==> config.mk <==
export PLATFORM = sky130hd
export DESIGN_NAME = router_1xn_core
export DESIGN_NICKNAME = d
export VERILOG_FILES = /design/src/rtl/router_1xn_core.sv
export SDC_FILE = /design/constraint.sdc
export NUM_CORES = 1
export LEC_CHECK = 0
export CORE_MARGIN = 2
export CORE_UTILIZATION = 51
export DETAILED_ROUTE_END_ITERATION = 16
export MAX_ROUTING_LAYER = met4
export PLACE_DENSITY = 0.67
export SYNTH_ARGS = -nofsm -noshare
export SYNTH_HDL_FRONTEND = slang
export SYNTH_SLANG_ARGS = --single-unit
==> constraint.sdc <==
create_clock -name clk -period 5.42 [get_ports clk]
set_input_delay 1.355 -clock clk [delete_from_list [all_inputs] [get_ports clk]]
set_output_delay 1.355 -clock clk [all_outputs]
set_load 0.01 [all_outputs]
==> src/rtl/router_1xn_core.sv <==
// router_1xn_core: 1-to-N byte-serial packet router with per-channel
// first-word-fall-through FIFOs, parity check and stalled-reader flush.
module router_1xn_core #(
  parameter int DATA_W     = 8,
  parameter int NUM_CH     = 3,
  parameter int FIFO_DEPTH = 16,
  parameter int TIMEOUT    = 30
) (
  input  logic                     clk,
  input  logic                     rst,
  input  logic                     pkt_vld,
  input  logic [DATA_W-1:0]        din,
  output logic                     busy,
  output logic                     err,
  input  logic [NUM_CH-1:0]        re,
  output logic [NUM_CH-1:0]        vld_out,
  output logic [NUM_CH*DATA_W-1:0] d_out
);
  localparam int AW = $clog2(NUM_CH);
  localparam int LW = DATA_W - AW;
  localparam int NX = 1 << AW;
  localparam int PW = $clog2(FIFO_DEPTH);
  localparam int CW = PW + 1;
  localparam int SW = $clog2(TIMEOUT + 1);
  localparam logic [AW:0]   NCH   = (AW+1)'(NUM_CH);
  localparam logic [CW-1:0] FULL  = CW'(FIFO_DEPTH);
  localparam logic [SW-1:0] SLAST = SW'(TIMEOUT - 1);

  typedef enum logic [2:0] {
    IDLE, HDR, DATA, PAR, CHK, DROP
  } state_t;

  state_t state, state_n;

  logic [AW-1:0]     addr, din_addr, wr_ch;
  logic [LW-1:0]     len, cnt, din_len;
  logic [DATA_W-1:0] hdr, par, wr_data;
  logic              din_bad, wr, err_set, acc;
  logic [NUM_CH-1:0] full;
  logic [NX-1:0]     full_x;

  assign din_addr = din[AW-1:0];
  assign din_len  = din[DATA_W-1:AW];
  assign din_bad  = {1'b0, din_addr} >= NCH;
  assign acc      = pkt_vld && !busy;

  always_comb begin
    full_x = '0;
    full_x[NUM_CH-1:0] = full;
  end

  // HDR keeps busy high through the cycle that writes the held header,
  // so the header and the next source byte never compete for the FIFO.
  always_comb begin
    state_n = state;
    busy    = 1'b0;
    wr      = 1'b0;
    wr_ch   = addr;
    wr_data = din;
    err_set = 1'b0;
    unique case (state)
      IDLE: begin
        wr_ch = din_addr;
        if (pkt_vld) begin
          if (din_bad) begin
            state_n = DROP;
            err_set = 1'b1;
          end else if (full_x[din_addr]) begin
            state_n = HDR;
          end else begin
            wr      = 1'b1;
            state_n = (din_len == '0) ? PAR : DATA;
          end
        end
      end
      HDR: begin
        busy    = 1'b1;
        wr_data = hdr;
        if (!pkt_vld) begin
          state_n = IDLE;
          err_set = 1'b1;
        end else if (!full_x[addr]) begin
          wr      = 1'b1;
          state_n = (len == '0) ? PAR : DATA;
        end
      end
      DATA: begin
        busy = full_x[addr];
        if (!pkt_vld) begin
          state_n = IDLE;
          err_set = 1'b1;
        end else if (!full_x[addr]) begin
          wr = 1'b1;
          if (cnt == len - LW'(1)) state_n = PAR;
        end
      end
      PAR: begin
        busy = full_x[addr];
        if (!pkt_vld) begin
          state_n = IDLE;
          err_set = 1'b1;
        end else if (!full_x[addr]) begin
          wr      = 1'b1;
          err_set = (din != par);
          state_n = CHK;
        end
      end
      CHK: begin
        busy    = 1'b1;
        state_n = IDLE;
      end
      DROP: begin
        if (pkt_vld && cnt == len) state_n = IDLE;
      end
      default: state_n = IDLE;
    endcase
  end

  always_ff @(posedge clk or negedge rst) begin
    if (!rst) begin
      state <= IDLE;
      addr  <= '0;
      len   <= '0;
      cnt   <= '0;
      hdr   <= '0;
      par   <= '0;
      err   <= 1'b0;
    end else begin
      state <= state_n;
      err   <= err_set;
      if (acc) begin
        if (state == IDLE) begin
          addr <= din_addr;
          len  <= din_len;
          hdr  <= din;
          par  <= din;
          cnt  <= '0;
        end else begin
          cnt <= cnt + LW'(1);
          if (state == DATA) par <= par ^ din;
        end
      end
    end
  end

  for (genvar k = 0; k < NUM_CH; k++) begin : g_ch
    logic [DATA_W-1:0] mem [FIFO_DEPTH];
    logic [PW-1:0]     rp, wp;
    logic [CW-1:0]     n;
    logic [SW-1:0]     stall;
    logic              push, pop, flush;

    assign push       = wr && (wr_ch == AW'(k));
    assign pop        = re[k] && vld_out[k];
    assign flush      = vld_out[k] && !re[k] && (stall == SLAST);
    assign vld_out[k] = (n != '0);
    assign full[k]    = (n == FULL);
    assign d_out[k*DATA_W +: DATA_W] = vld_out[k] ? mem[rp] : '0;

    // A flush discards everything, including a byte pushed this cycle.
    always_ff @(posedge clk or negedge rst) begin
      if (!rst) begin
        rp    <= '0;
        wp    <= '0;
        n     <= '0;
        stall <= '0;
      end else if (flush) begin
        rp    <= '0;
        wp    <= '0;
        n     <= '0;
        stall <= '0;
      end else begin
        if (push) wp <= wp + PW'(1);
        if (pop)  rp <= rp + PW'(1);
        n     <= n + CW'(push) - CW'(pop);
        stall <= (re[k] || !vld_out[k]) ? '0 : stall + SW'(1);
      end
    end

    always_ff @(posedge clk) begin
      if (push && !flush) mem[wp] <= wr_data;
    end
  end

endmodule
==> results.toml, run 1 <==
[sta]
hold_viol_final = 0
fin_worst_skew_ns = 0.0174
rsz0062_at_grt = "false"
tightest_slew_ns = 1.16
finalCritPeriodShare_pct = 87.3
period_needed_ns = 4.73
setup_viol = 0
max_slew_margin_pct = 22.8
drv_slew = 0
fmax_mhz = 211
fin_tns_setup_ns = 0

[drt]
routedWlPerCell_um = 21.1
dr.first_iter.drc_count = 862
drc = 0
vias = 11500
ant_nets = 0
firstDrtPassIters = 5
viasPerCell = 5.87
routed_wl_um = 41400

[place]
port_buffers = 42
gp_congestion = 0.862
hpwl_um = 25600
post_dp_cell_area_mm2 = 0.0213

[worst_setup_path]
critPathRequiredTime_ns = 4.07
worstSetupEndpoint = "d_out[6]"
cp.depth = 5
crit_buf_inv = 1
start_kind = "register"
crit_type = "register to output pin"
startpoint = "g_ch[0].rp[2]"
crit_slowest_cell = "dfrtp_1"
r2r_cells = 15
critPathTopFamily = "compound AO/OA/AOI/OAI gates"
max_stage_delay_ns = 0.66
arrival_ns = 3.38
path_cells = "nand2b_1 > o221ai_1 > o22ai_1 > a211oi_1 > clkdlybuf4s50_1"
end_kind = "output pin"
rr_startpoint = "state[1]"
r2r_end = "g_ch[0].n[4]"
reg2reg_slack_ns = 1.92
critPathMaxFanout = 16

[synth]
syn_inst = 1336
synth-seq-cells = 466
synth_ff_type = "edfxtp_1"
synth-edff-count = 384
syn_avg_cell_area_um2 = 15.1
synth.cell_area_mm2 = 0.0202
ys_async_sr_fraction_pct = 17.6
syn_nets = 1394
ys_seq_area_share_pct = 67.3
synth_cell_types = 61
ys_warn_count = 0

[cells_and_area]
num-nets-final = 1462
num_antenna_cells = 0
fill_cells = 2920
design_area_mm2 = 0.0229
drive_gt1_share_pct = 14.2
area_delta_synth_final_pct = 13.5

[global_routing]
grt_pass1_wl_um = 66000
grt_max_degree = 54
grt_usage_pct = 21.5
antenna_found_initial = 0
gr-total-overflow = 0
grt_pass1_vias = 11500

[pwr]
power.leakage_uw = 0.00803
ir_drop_mv = 0.378
power_density_mw_per_mm2 = 532

[run_status]
status = "finished, final reports clean"

[clocking]
cts_buffer_depth = 3
clk_latency_ns = 0.57
numCtsBuffers = 46
post_cts_buffers = 0
cts_tree = "done"
postCtsHoldBufs = 0
cts_root_buf = "clkbuf_16"
cts_resized = 0
clock_sinks = 466
cts.clk_slew.worst_paths_ns = 0.06
htreeDepth = 2

[floorplan]
row_count = 72
initial_utilization_pct = 52.0
io_pins = 43
core_mm2 = 0.0388
die_height_um = 203
die-area_mm2 = 0.0412
die_x_um = 203

[flow_run]
drv_cap = 0

[worst_hold_path]
hold_class = "register to register"
==> state kept, by name, indices dropped and copies added (netlist names) <==
signal / flops
g_ch.mem: 384
g_ch.n: 15
g_ch.stall: 15
g_ch.rp: 12
g_ch.wp: 12
par: 8
cnt: 6
len: 6
state: 3
addr: 2
hdr: 2
err: 1
==> metrics by stage <==
step / instances / total power, µW / setup WS, ns / hold slack [ns] / utilization [%]
after floorplan: 1336 / 7590 / 1.51 / 0.441 / -
after global placement: 1874 / 8890 / 0.684 / 0.458 / 54.9
after detailed placement: 1874 / 9000 / 0.576 / 0.462 / 54.9
after CTS: 1959 / 12300 / 0.635 / 0.478 / 58.9
after global routing: 1959 / 12900 / 0.527 / 0.509 / 58.9
final: 1959 / 12200 / 0.689 / 0.471 / 58.9
==> kinds of logic after synthesis <==
| group | share of synthesized area [%] |
|---|---|
| flip-flops | 67.3 |
| adder cells (fa/ha/maj) | 2.84 |
| multiplexers | 11.0 |
| AO/OA/AOI/OAI | 6.57 |
| buffers and inverters | 2.58 |
| AND/OR/NAND/NOR | 7.80 |
| XOR/XNOR | 1.87 |
==> cell type report <==
type	count	area (µm²)	share of cell area [%]
Multi-Input combinational cell	748	6110	26.7
Timing Repair Buffer	92	806	3.52
Tap cell	518	648	2.83
Inverter	50	188	0.820
Sequential cell	466	13600	59.4
Clock buffer	68	1320	5.75
Clock inverter	17	239	1.04
==> layer usage <==
metal	share of wire, %	global-route usage (%)	vias to the layer above
met1	44	29.1	5791
met4	2.4	6.36	0
li1	-	-	5320
met5	0	-	-
met3	5.5	3.26	75
met2	48	34.2	312
==> cell usage in the layout (no fill, tap or decap), types with 27 or more instances in the layout <==
cell type and count:
ha_1 41, mux4_2 48, o221ai_1 48, inv_1 49
clkdlybuf4s50_1 41, a21oi_1 27, nand3_1 43, dfrtp_1 79
nor2_1 82, clkbuf_16 47, nand2_1 78, edfxtp_1 384
buf_4 50, mux2i_1 98
==> Yosys cell counts, types with 23 or more instances <==
library cell | instances | share of area (%)
inv_1 | 49 | 0.91
nor2_1 | 82 | 1.5
nand2_1 | 78 | 1.5
xor2_1 | 23 | 1.0
dfrtp_1 | 82 | 10
buf_2 | 23 | 0.57
nand3_1 | 43 | 1.1
ha_1 | 41 | 2.5
o221ai_1 | 48 | 2.1
o21ai_0 | 26 | 0.65
edfxtp_1 | 384 | 57
a211oi_1 | 25 | 0.93
a21oi_1 | 27 | 0.67
nor4_1 | 23 | 0.71
o22ai_1 | 25 | 0.78
clkbuf_1 | 41 | 0.76
mux4_2 | 48 | 5.4
mux2i_1 | 98 | 4.9
==> power breakdown <==
group          total (µW)  switching (µW)  internal, µW
clock                3260            1290          1970
combinational        4010            2250          1760
sequential           4910             481          4430
==> worst register-to-register path, stage by stage, from the launching register on <==
cell and delay (ns):
dfrtp_1 0.60, or3_4 0.52, nor3_2 0.13, o21ai_1 0.10
a21oi_2 0.30, inv_2 0.21, ha_1 0.33, inv_1 0.04
ha_1 0.18, inv_1 0.08, fa_1 0.21, inv_1 0.05
a21oi_1 0.14, nor2_1 0.06, or3_1 0.33, a21oi_1 0.13
==> worst min-delay path by stage <==
stage                start  endpoint  depth (start not counted)  slack [ns]
floorplan           hdr[1]    hdr[1]                          2        0.44
global placement    hdr[1]    hdr[1]                          2        0.46
detailed placement  hdr[0]    hdr[0]                          2        0.46
CTS                 hdr[0]    hdr[0]                          2        0.48
global route        hdr[1]    hdr[1]                          2        0.51
finish              hdr[0]    hdr[0]                          2        0.47
No activity file was read; power rests on OpenSTA's default activity.
==> run 2: changes to the inputs <==
CAP_MARGIN = 40   (was not set)
==> run 2 against run 1 <==
Compared with the run above: global-route usage increased by 0.16 points; maximum frequency decreased by 0.62%; highest routed layer unchanged; largest cell class unchanged; final cell count increased by 0.77%; clock skew increased by 0.0021 ns; critical path type unchanged; clock-buffer cell count decreased by 3; first-iteration DRC count increased by 1.5%; power increased by 2.7%; die area unchanged; via count increased by 0.95%.
==> results.toml, run 2 (synthesis gave the netlist of run 1 again) <==
[clocking]
cts.clk_slew.worst_paths_ns = 0.06
clock_sinks = 466
numCtsBuffers = 48
htreeDepth = 2
postCtsHoldBufs = 0
cts_resized = 0
post_cts_buffers = 0
cts_buffer_depth = 3
cts_tree = "done"
clk_latency_ns = 0.58
cts_root_buf = "clkbuf_16"

[worst_hold_path]
hold_class = "register to register"

[sta]
tightest_slew_ns = 0.869
worst_hold_slack_ns = 0.476
drv_slew = 0
period_needed_ns = 4.76
fmax_mhz = 210
fin_tns_setup_ns = 0
fin_ws_ns = 0.659
finalCritPeriodShare_pct = 87.8
fin_worst_skew_ns = 0.0195
max_slew_margin_pct = 41.8
rsz0062_at_grt = "false"
hold_viol_final = 0
setup_viol = 0

[pwr]
power_frac_seq_pct = 39.2
power.leakage_uw = 0.00820
ir_drop_mv = 0.400
power_density_mw_per_mm2 = 538
clock_power_share_pct = 27.9
comb_power_share_pct = 32.9
internal_power_uw = 8400
p_switching_uw = 4100
p_sw_share_pct = 32.8

[worst_setup_path]
r2r_cells = 15
r2r_end = "g_ch[0].n[4]"
rr_startpoint = "state[1]"
arrival_ns = 3.41
critPathMaxFanout = 16
reg2reg_slack_ns = 1.92
end_kind = "output pin"
path_cells = "nand2b_1 > o221ai_1 > o22ai_1 > a211oi_1 > clkdlybuf4s50_1"
crit_slowest_cell = "dfrtp_1"
critPathRequiredTime_ns = 4.07
worstSetupEndpoint = "d_out[1]"
startpoint = "g_ch[0].rp[2]"
max_stage_delay_ns = 0.66
start_kind = "register"
crit_type = "register to output pin"

[drt]
routed_wl_um = 41900
firstDrtPassIters = 5
routedWlPerCell_um = 21.2
drc = 0
ant_nets = 0
viasPerCell = 5.88
dr.first_iter.drc_count = 875
vias = 11600

[cells_and_area]
area_delta_synth_final_pct = 15.2
final_cells = 1974
final_common_cell = "edfxtp_1"
largest_reg_flops = 384
drive_gt1_share_pct = 15.4
num-nets-final = 1474
reg_top3 = "g_ch.mem x384, g_ch.n x15, g_ch.stall x15"
layout_common_cells = "edfxtp_1, mux2i_1, nor2_1, dfrtp_1, nand2_1"
design_area_mm2 = 0.0232
regMostFlops = "g_ch.mem"
num_antenna_cells = 0

[place]
gp_congestion = 0.862
dp_cells = 1884
dpl_worst_slack_ns = 0.613
post_dp_cell_area_mm2 = 0.0215
hpwl_um = 26800
port_buffers = 42

[run_status]
status = "finished, final reports clean"

[global_routing]
grt_pass1_wl_um = 66200
antenna_found_initial = 0
grt_pass1_vias = 11500
grt_max_degree = 54
grt_usage_pct = 21.7
gr-total-overflow = 0

[floorplan]
row_count = 72
die_height_um = 203
initial_utilization_pct = 52.0
core_mm2 = 0.0388
die_x_um = 203
die-area_mm2 = 0.0412
io_pins = 43

[flow_run]
drv_cap = 0
-- run 2: changes by cell type in the layout (fill, tap and decap cells not counted) --
| cell | change |
|---|---|
| clkbuf_1 | -6 |
| clkinv_2 | +2 |
| clkinv_8 | +1 |
| clkinvlp_4 | +1 |
| buf_16 | +3 |
| buf_4 | +2 |
| inv_6 | -1 |
| buf_12 | +5 |
| clkbuf_16 | +3 |
| clkinv_4 | +1 |
| bufinv_16 | +2 |
| clkinv_1 | +2 |
-- run 2: worst min-delay path by stage --
stage                     startpoint      to  slack, ns  cells after the start
after floorplan               hdr[1]  hdr[1]       0.44                      2
after global placement        hdr[1]  hdr[1]       0.46                      2
after detailed placement      hdr[1]  hdr[1]       0.46                      2
after CTS                     hdr[0]  hdr[0]       0.48                      2
after global routing          hdr[1]  hdr[1]       0.51                      2
final                         hdr[0]  hdr[0]       0.48                      2
-- run 2: worst max-delay path: cells and delay by family, from the launching register on --
| family | cells | cell delay (ns) |
|---|---|---|
| AOI/OAI and AO/OA | 3 | 1.09 |
| and+or+nand+nor | 1 | 0.47 |
| buffers and inverters | 1 | 0.62 |
| DFF | 1 | 0.66 |
-- run 2: routing by layer --
metal | track usage, % | share of wire [%]
met5 | - | 0
met4 | 6.47 | 2.6
met3 | 3.77 | 5.3
met2 | 34.0 | 49
met1 | 29.4 | 44
-- run 2: cell type report --
cell class                      instances  area [µm²]
Fill cell                            2926       15600
Sequential cell                       466       13600
Multi-Input combinational cell        748        6110
Clock buffer                           65        1370
Timing Repair Buffer                  102        1000
Tap cell                              518         648
Clock inverter                         25         340
Inverter                               50         188
-- run 2: through the flow --
stage,total power [µW],util [%]
5_1_grt,13200,59.9
2_1_floorplan,7590,-
3_3_place_gp,8890,54.9
4_1_cts,12600,59.9
6_report,12500,59.9
3_5_place_dp,9070,55.5
-- run 2: power by group through the flow --
stage          clock [µW]  combinational, µW  sequential, µW
4_1_cts              3560               4130            4900
3_5_place_dp            0               4100            4970
5_1_grt              3720               4520            4960
2_1_floorplan           0               2920            4680
6_report             3490               4110            4900
3_3_place_gp            0               3930            4970
